**src/rtl/exotiny_rst_seq_if.sv**
```systemverilog
// Pin bundle between the reset sequencer and its surroundings: raw PLL lock
// and button in, staggered resets and debug status out.
interface exotiny_rst_seq_if #(
  parameter int LOSS_W = 4
);
  logic              pll_locked_i;
  logic              btn_rst_i;
  logic              rst_mem_no;
  logic              rst_core_no;
  logic              led_rst_n;
  logic              run_o;
  logic [LOSS_W-1:0] loss_cnt_o;

  // Board / bench side: drives the raw inputs, observes the resets.
  modport master (
    output pll_locked_i, btn_rst_i,
    input  rst_mem_no, rst_core_no, led_rst_n, run_o, loss_cnt_o
  );

  // Sequencer side.
  modport slave (
    input  pll_locked_i, btn_rst_i,
    output rst_mem_no, rst_core_no, led_rst_n, run_o, loss_cnt_o
  );
endinterface

```
**src/rtl/exotiny_rst_seq.sv**
```systemverilog
// Reset sequencer for the ExoTiny SoC wrapper. Synchronises PLL lock and the
// user button, debounces the button, waits for stable lock, then releases the
// QSPI memory reset followed by the core reset. Counts lock-loss events.
module exotiny_rst_seq #(
  parameter int SYNC_STAGES    = 2,
  parameter int DEBOUNCE_CYC   = 1024,
  parameter int HOLD_CYCLES    = 255,
  parameter int STAGGER_CYCLES = 16,
  parameter int LOSS_W         = 4
) (
  input  logic               clk_i,
  input  logic               rst_in,
  exotiny_rst_seq_if.slave   bus
);

  localparam int DB_W    = $clog2(DEBOUNCE_CYC + 1);
  localparam int CNT_MAX = (HOLD_CYCLES > STAGGER_CYCLES) ? HOLD_CYCLES : STAGGER_CYCLES;
  localparam int CNT_W   = (CNT_MAX > 1) ? $clog2(CNT_MAX) : 1;

  typedef enum logic [1:0] {S_WAIT, S_HOLD, S_MEM, S_RUN} state_t;

  logic [SYNC_STAGES-1:0] lock_sync, btn_sync;
  logic                   lock_s, btn_s, lock_s_q;
  logic                   btn_db;
  logic [DB_W-1:0]        db_cnt;
  logic [LOSS_W-1:0]      loss_cnt;
  state_t                 state_q, state_d;
  logic [CNT_W-1:0]       cnt_q, cnt_d;
  logic                   mem_q, core_q, run_q;
  logic                   mem_d, core_d, run_d;
  logic                   abort;

  assign lock_s = lock_sync[SYNC_STAGES-1];
  assign btn_s  = btn_sync[SYNC_STAGES-1];
  assign abort  = !lock_s || btn_db;

  // Input synchroniser chains; raw pins are only ever seen by stage 0.
  always_ff @(posedge clk_i) begin
    if (!rst_in) begin
      lock_sync <= '0;
      btn_sync  <= '0;
      lock_s_q  <= 1'b0;
    end else begin
      lock_sync <= {lock_sync[SYNC_STAGES-2:0], bus.pll_locked_i};
      btn_sync  <= {btn_sync[SYNC_STAGES-2:0], bus.btn_rst_i};
      lock_s_q  <= lock_s;
    end
  end

  // Button debounce: the counter records how many consecutive cycles btn_s has
  // disagreed with btn_db; once DEBOUNCE_CYC such cycles are on record, the
  // next still-disagreeing cycle flips btn_db. Any agreeing cycle restarts it.
  always_ff @(posedge clk_i) begin
    if (!rst_in) begin
      btn_db <= 1'b0;
      db_cnt <= '0;
    end else if (btn_s == btn_db) begin
      db_cnt <= '0;
    end else if (db_cnt == DB_W'(DEBOUNCE_CYC)) begin
      btn_db <= btn_s;
      db_cnt <= '0;
    end else begin
      db_cnt <= db_cnt + 1'b1;
    end
  end

  // Saturating lock-loss counter on the synchronised falling edge.
  always_ff @(posedge clk_i) begin
    if (!rst_in)
      loss_cnt <= '0;
    else if (lock_s_q && !lock_s && !(&loss_cnt))
      loss_cnt <= loss_cnt + 1'b1;
  end

  // Sequencer state, cycle counter and registered reset outputs.
  always_ff @(posedge clk_i) begin
    if (!rst_in) begin
      state_q <= S_WAIT;
      cnt_q   <= '0;
      mem_q   <= 1'b0;
      core_q  <= 1'b0;
      run_q   <= 1'b0;
    end else begin
      state_q <= state_d;
      cnt_q   <= cnt_d;
      mem_q   <= mem_d;
      core_q  <= core_d;
      run_q   <= run_d;
    end
  end

  // Next state; abort is checked before the terminal count so a late abort
  // never advances. Outputs decode the next state, so resets and state switch
  // on the same edge and core can never be out of reset without memory.
  always_comb begin
    state_d = state_q;
    cnt_d   = cnt_q;
    case (state_q)
      S_WAIT: begin
        cnt_d = '0;
        if (lock_s && !btn_db) state_d = S_HOLD;
      end
      S_HOLD: begin
        if (abort) begin
          state_d = S_WAIT;
          cnt_d   = '0;
        end else if (cnt_q == CNT_W'(HOLD_CYCLES - 1)) begin
          state_d = S_MEM;
          cnt_d   = '0;
        end else begin
          cnt_d = cnt_q + 1'b1;
        end
      end
      S_MEM: begin
        if (abort) begin
          state_d = S_WAIT;
          cnt_d   = '0;
        end else if (cnt_q == CNT_W'(STAGGER_CYCLES - 1)) begin
          state_d = S_RUN;
          cnt_d   = '0;
        end else begin
          cnt_d = cnt_q + 1'b1;
        end
      end
      S_RUN: begin
        if (abort) state_d = S_WAIT;
      end
      default: begin
        state_d = S_WAIT;
        cnt_d   = '0;
      end
    endcase
    mem_d  = (state_d == S_MEM) || (state_d == S_RUN);
    core_d = (state_d == S_RUN);
    run_d  = (state_d == S_RUN);
  end

  assign bus.rst_mem_no  = mem_q;
  assign bus.rst_core_no = core_q;
  assign bus.led_rst_n   = core_q;
  assign bus.run_o       = run_q;
  assign bus.loss_cnt_o  = loss_cnt;

endmodule
```
**src/flat_wrapper.sv**
```systemverilog
// flat-port wrapper written by rule: the top's interface ports become plain ports
module exotiny_rst_seq_flat 
#(
  parameter int SYNC_STAGES    = 2,
  parameter int DEBOUNCE_CYC   = 1024,
  parameter int HOLD_CYCLES    = 255,
  parameter int STAGGER_CYCLES = 16,
  parameter int LOSS_W         = 4
)
  (clk_i, rst_in, bus_pll_locked_i, bus_btn_rst_i, bus_rst_mem_no, bus_rst_core_no, bus_led_rst_n, bus_run_o, bus_loss_cnt_o);
  exotiny_rst_seq_if #(.LOSS_W(LOSS_W)) bus_i ();
  input  logic clk_i;
  input  logic rst_in;
  input wire logic [$bits(bus_i.pll_locked_i)-1:0] bus_pll_locked_i;
  input wire logic [$bits(bus_i.btn_rst_i)-1:0] bus_btn_rst_i;
  output wire logic [$bits(bus_i.rst_mem_no)-1:0] bus_rst_mem_no;
  output wire logic [$bits(bus_i.rst_core_no)-1:0] bus_rst_core_no;
  output wire logic [$bits(bus_i.led_rst_n)-1:0] bus_led_rst_n;
  output wire logic [$bits(bus_i.run_o)-1:0] bus_run_o;
  output wire logic [$bits(bus_i.loss_cnt_o)-1:0] bus_loss_cnt_o;
  assign bus_i.pll_locked_i = bus_pll_locked_i;
  assign bus_i.btn_rst_i = bus_btn_rst_i;
  assign bus_rst_mem_no = bus_i.rst_mem_no;
  assign bus_rst_core_no = bus_i.rst_core_no;
  assign bus_led_rst_n = bus_i.led_rst_n;
  assign bus_run_o = bus_i.run_o;
  assign bus_loss_cnt_o = bus_i.loss_cnt_o;
  exotiny_rst_seq #(.SYNC_STAGES(SYNC_STAGES), .DEBOUNCE_CYC(DEBOUNCE_CYC), .HOLD_CYCLES(HOLD_CYCLES), .STAGGER_CYCLES(STAGGER_CYCLES), .LOSS_W(LOSS_W)) u_core (.clk_i(clk_i), .rst_in(rst_in), .bus(bus_i));
endmodule
```
**config.mk**
```make
export PLATFORM = sky130hd
export DESIGN_NAME = exotiny_rst_seq_flat
export DESIGN_NICKNAME = d
export VERILOG_FILES = /design/src/rtl/exotiny_rst_seq_if.sv /design/src/rtl/exotiny_rst_seq.sv /design/src/flat_wrapper.sv
export SDC_FILE = /design/constraint.sdc
export NUM_CORES = 1
export LEC_CHECK = 0
export CAP_MARGIN = 20
export CELL_PAD_IN_SITES_DETAIL_PLACEMENT = 0
export CELL_PAD_IN_SITES_GLOBAL_PLACEMENT = 1
export CORE_ASPECT_RATIO = 0.8
export CORE_MARGIN = 2
export CORE_UTILIZATION = 44
export DETAILED_ROUTE_END_ITERATION = 7
export PLACE_DENSITY_LB_ADDON = 0.1
export SKIP_LAST_GASP = 1
export SLEW_MARGIN = 20
export SYNTH_ARGS = -nofsm -noshare
export SYNTH_HDL_FRONTEND = slang
export SYNTH_SLANG_ARGS = --single-unit
```
**constraint.sdc**
```tcl
create_clock -name clk_i -period 2 [get_ports clk_i]
set_input_delay 0.4 -clock clk_i [delete_from_list [all_inputs] [get_ports clk_i]]
set_output_delay 0.4 -clock clk_i [all_outputs]
set_load 0.05 [all_outputs]
```
==> impl_metrics.env <==
export IMPL_cp_start_kind="register"
export IMPL_ctsLongestPathBuffers=2
export IMPL_fin_nets=212
export IMPL_setup_ws_ns=0.1010
export IMPL_cts_num_sinks=33
export IMPL_maxCapViolCount=0
export IMPL_synthMuxAreaShare_pct=0.6056
export IMPL_clk_pin_slew_worst_paths_ns=0.06
export IMPL_r2r_start="u_core.state_q[1]"
export IMPL_synth_most_common_cell="dfxtp_1"
export IMPL_overflow=0
export IMPL_io_pins=12
export IMPL_synth_distinct_cells=42
export IMPL_timing_final_crit_share_pct=94.95
export IMPL_finalSetupViolations=0
export IMPL_tightest_slew_ns=0.4916
export IMPL_die_h_um=58.82
export IMPL_post_cts_setup_buffers=0
export IMPL_p_sw_w=0.0002646
export IMPL_track_usage_pct=17.57
export IMPL_internal_power_w=0.0009972
export IMPL_seq_power_share_pct=53.1
export IMPL_cts_buffers=5
export IMPL_yosysTopAreaCellShare_pct=39.97
export IMPL_timing_hold_ws_ns=0.4351
export IMPL_gp_congestion=0.9010
export IMPL_hp_start="u_core.lock_sync[0]"
export IMPL_vias=1322
export IMPL_grt_pass1_vias=1332
export IMPL_ys_warn_count=0
export IMPL_fp_dieW_um=72.53
export IMPL_synth_seq_cells=33
export IMPL_hp_class="register to register"
export IMPL_cts_root_buf="clkbuf_8"
export IMPL_drt_iter0_markers=74
export IMPL_ant_nets=0
export IMPL_switching_share_pct=20.97
export IMPL_power_density_nw_per_um2=662.2
export IMPL_io_buffers=11
export IMPL_routed_wl_mm=3.167
export IMPL_grt_pass1_wl_mm=5.720
export IMPL_synth_yosys_seq_area_share_pct=39.97
export IMPL_n_antenna_cell=0
export IMPL_p_comb_share_pct=3.9
export IMPL_drcViolationCount=0
export IMPL_crit_type="register to output pin"
export IMPL_synth_top_family_by_area="simple AND/OR/NAND/NOR gates"
export IMPL_maxSlewHeadroom_pct=67.12
export IMPL_utilization_pct=54.16
export IMPL_path_buf_inv=1
export IMPL_synth_xor_area_share_pct=6.889
export IMPL_dp_cells=233
export IMPL_cts_htree_levels=2
export IMPL_finalMaxSlewViolations=0
export IMPL_endpoint_kind="output pin"
export IMPL_p_clk_share_pct=43.1
export IMPL_final_hold_violation_count=0
export IMPL_final_cells=241
export IMPL_synthCells=184
export IMPL_crit_start="u_core.bus.loss_cnt_o[2]"
export IMPL_worstPathRequired_ns=1.60
export IMPL_p_leak_nw=0.6811
export IMPL_rsz0062_at_grt="false"
export IMPL_clock_fmax_mhz=526.6
export IMPL_cts_tree="built"
export IMPL_antenna_found_initial=0
export IMPL_setup_tns_ns=0
export IMPL_vias_per_cell=5.485
export IMPL_cp_max_fo=5
export IMPL_wl_per_cell_um=13.14
export IMPL_synth_edf_count=0
export IMPL_ys_top_cells_by_area="dfxtp_1 (40%), ha_1 (7.6%), nor2_1 (4.8%), xnor2_1 (4.8%), nand3_1 (3.9%)"
export IMPL_syn_avg_cell_area_um2=8.983
export IMPL_dieArea_um2=4266
export IMPL_cp_top_family="buffers and inverters"
export IMPL_rows=19
export IMPL_synth_compound_area_share_pct=12.87
export IMPL_period_needed_ns=1.899
export IMPL_post_cts_resized=0
export IMPL_synth_fa_ha_area_share_pct=7.570
export IMPL_core_area_um2=3518
export IMPL_async_reset_ff_share_pct=0
export IMPL_cp_cell_sequence="clkdlybuf4s50_1"
export IMPL_critPathSlowestCell="clkdlybuf4s50_1"
export IMPL_dp_hpwl_mm=2.305
export IMPL_drive_above_1_share_pct=8.040
export IMPL_synth_fp_nets=198
export IMPL_area_growth_pct=15.29
export IMPL_start_util_pct=46.98
export IMPL_synthFlopType="dfxtp_1"
export IMPL_peakVddDrop_v=0.0004060
export IMPL_drtPass1Iterations=4
export IMPL_status="finished clean"
export IMPL_grt_max_degree=19
export IMPL_fin_skew_ns=0.006182
export IMPL_synthTopCellsByCount="dfxtp_1 (33), nor2_1 (21), nand3_1 (13), ha_1 (10), nand2_1 (10)"
export IMPL_ctsHoldBuffers=0
export IMPL_critPathArrivalTime_ns=1.50
export IMPL_synth_simple_gate_area_share_pct=28.01
export IMPL_fillers=339
export IMPL_netlist_area_um2=1653
export IMPL_max_stage_delay_ns=0.83
export IMPL_place_ws_ns=0.1828
export IMPL_clk_latency_ns=0.28
export IMPL_yosysTopAreaCell="dfxtp_1"
final cells by class:
cell class / instances / area, um^2 / share of cell area (%)
multi-input combinational: 135 / 924.6 / 48.52
sequential: 33 / 660.6 / 34.67
tap: 42 / 52.55 / 2.758
inverter: 9 / 33.78 / 1.773
clock buffer: 7 / 96.34 / 5.056
timing repair buffer: 14 / 132.6 / 6.960
clock inverter: 1 / 5.005 / 0.2626
power by group through the flow:
stage	Clock [W]	Combinational (W)	Sequential [W]
6_report	0.000543	0.0000488	0.000670
5_1_grt	0.000595	0.0000548	0.000670
4_1_cts	0.000568	0.0000493	0.000670
3_5_place_dp	0	0.0000488	0.000685
3_3_place_gp	0	0.0000475	0.000684
2_1_floorplan	0	0.0000280	0.000686
cells by family (layout without fill, tap and decap cells):
| family | count (synthesis) | count (layout) |
|---|---|---|
| and+or+nand+nor | 84 | 84 |
| DFF | 33 | 33 |
| AOI/OAI and AO/OA | 27 | 27 |
| buffers and inverters | 16 | 31 |
| xor gates and xnor gates | 13 | 13 |
| adders and majority gates | 10 | 10 |
| muxes | 1 | 1 |
final timing paths:
path / to / slack (ns) / depth (start not counted)
worst min register to register: u_core.lock_sync[1] / 0.44 / 1
worst min-delay path: u_core.lock_sync[1] / 0.44 / 1
worst max register to register: u_core.cnt_q[4] / 0.18 / 5
worst max-delay path: bus_loss_cnt_o[2] / 0.10 / 1
layout by cell type (no fill, tap or decap), types with 4 or more instances in the layout:
cell / count
nand4_1: 4
nor4_1: 4
and3_1: 4
xor2_1: 4
clkbuf_8: 7
inv_1: 9
nor2_1: 21
dfxtp_1: 33
and2_1: 9
nand2_1: 10
o21ai_0: 4
nand3_1: 13
xnor2_1: 9
clkdlybuf4s50_1: 11
ha_1: 10
flip-flops by register name, summed over array words and instances, names as in the netlist:
| signal | count |
|---|---|
| u_core.db_cnt | 11 |
| u_core.bus.loss_cnt_o | 4 |
| u_core.btn_db | 1 |
| u_core.lock_sync | 2 |
| u_core.bus.led_rst_n | 1 |
| u_core.lock_s_q | 1 |
| u_core.cnt_q | 8 |
| u_core.bus.rst_mem_no | 1 |
| u_core.state_q | 2 |
| u_core.btn_sync | 2 |
metal layers:
layer | GRT usage (%) | share of wire, % | up-vias
met4 | 7.143 | 1.3 | 0
met1 | 22.08 | 49 | 615
met2 | 28.83 | 45 | 32
met5 | 0 | 0 | -
met3 | 4.623 | 5.3 | 4
li1 | - | - | 671
metrics by stage:
stage / total power (W) / instance area [um^2]
finish: 0.001262 / 1906
CTS: 0.001287 / 1906
floorplan: 0.0007139 / 1653
global route: 0.001320 / 1906
detailed placement: 0.0007335 / 1804
global placement: 0.0007314 / 1804
Power figures use the tool's default switching activity.
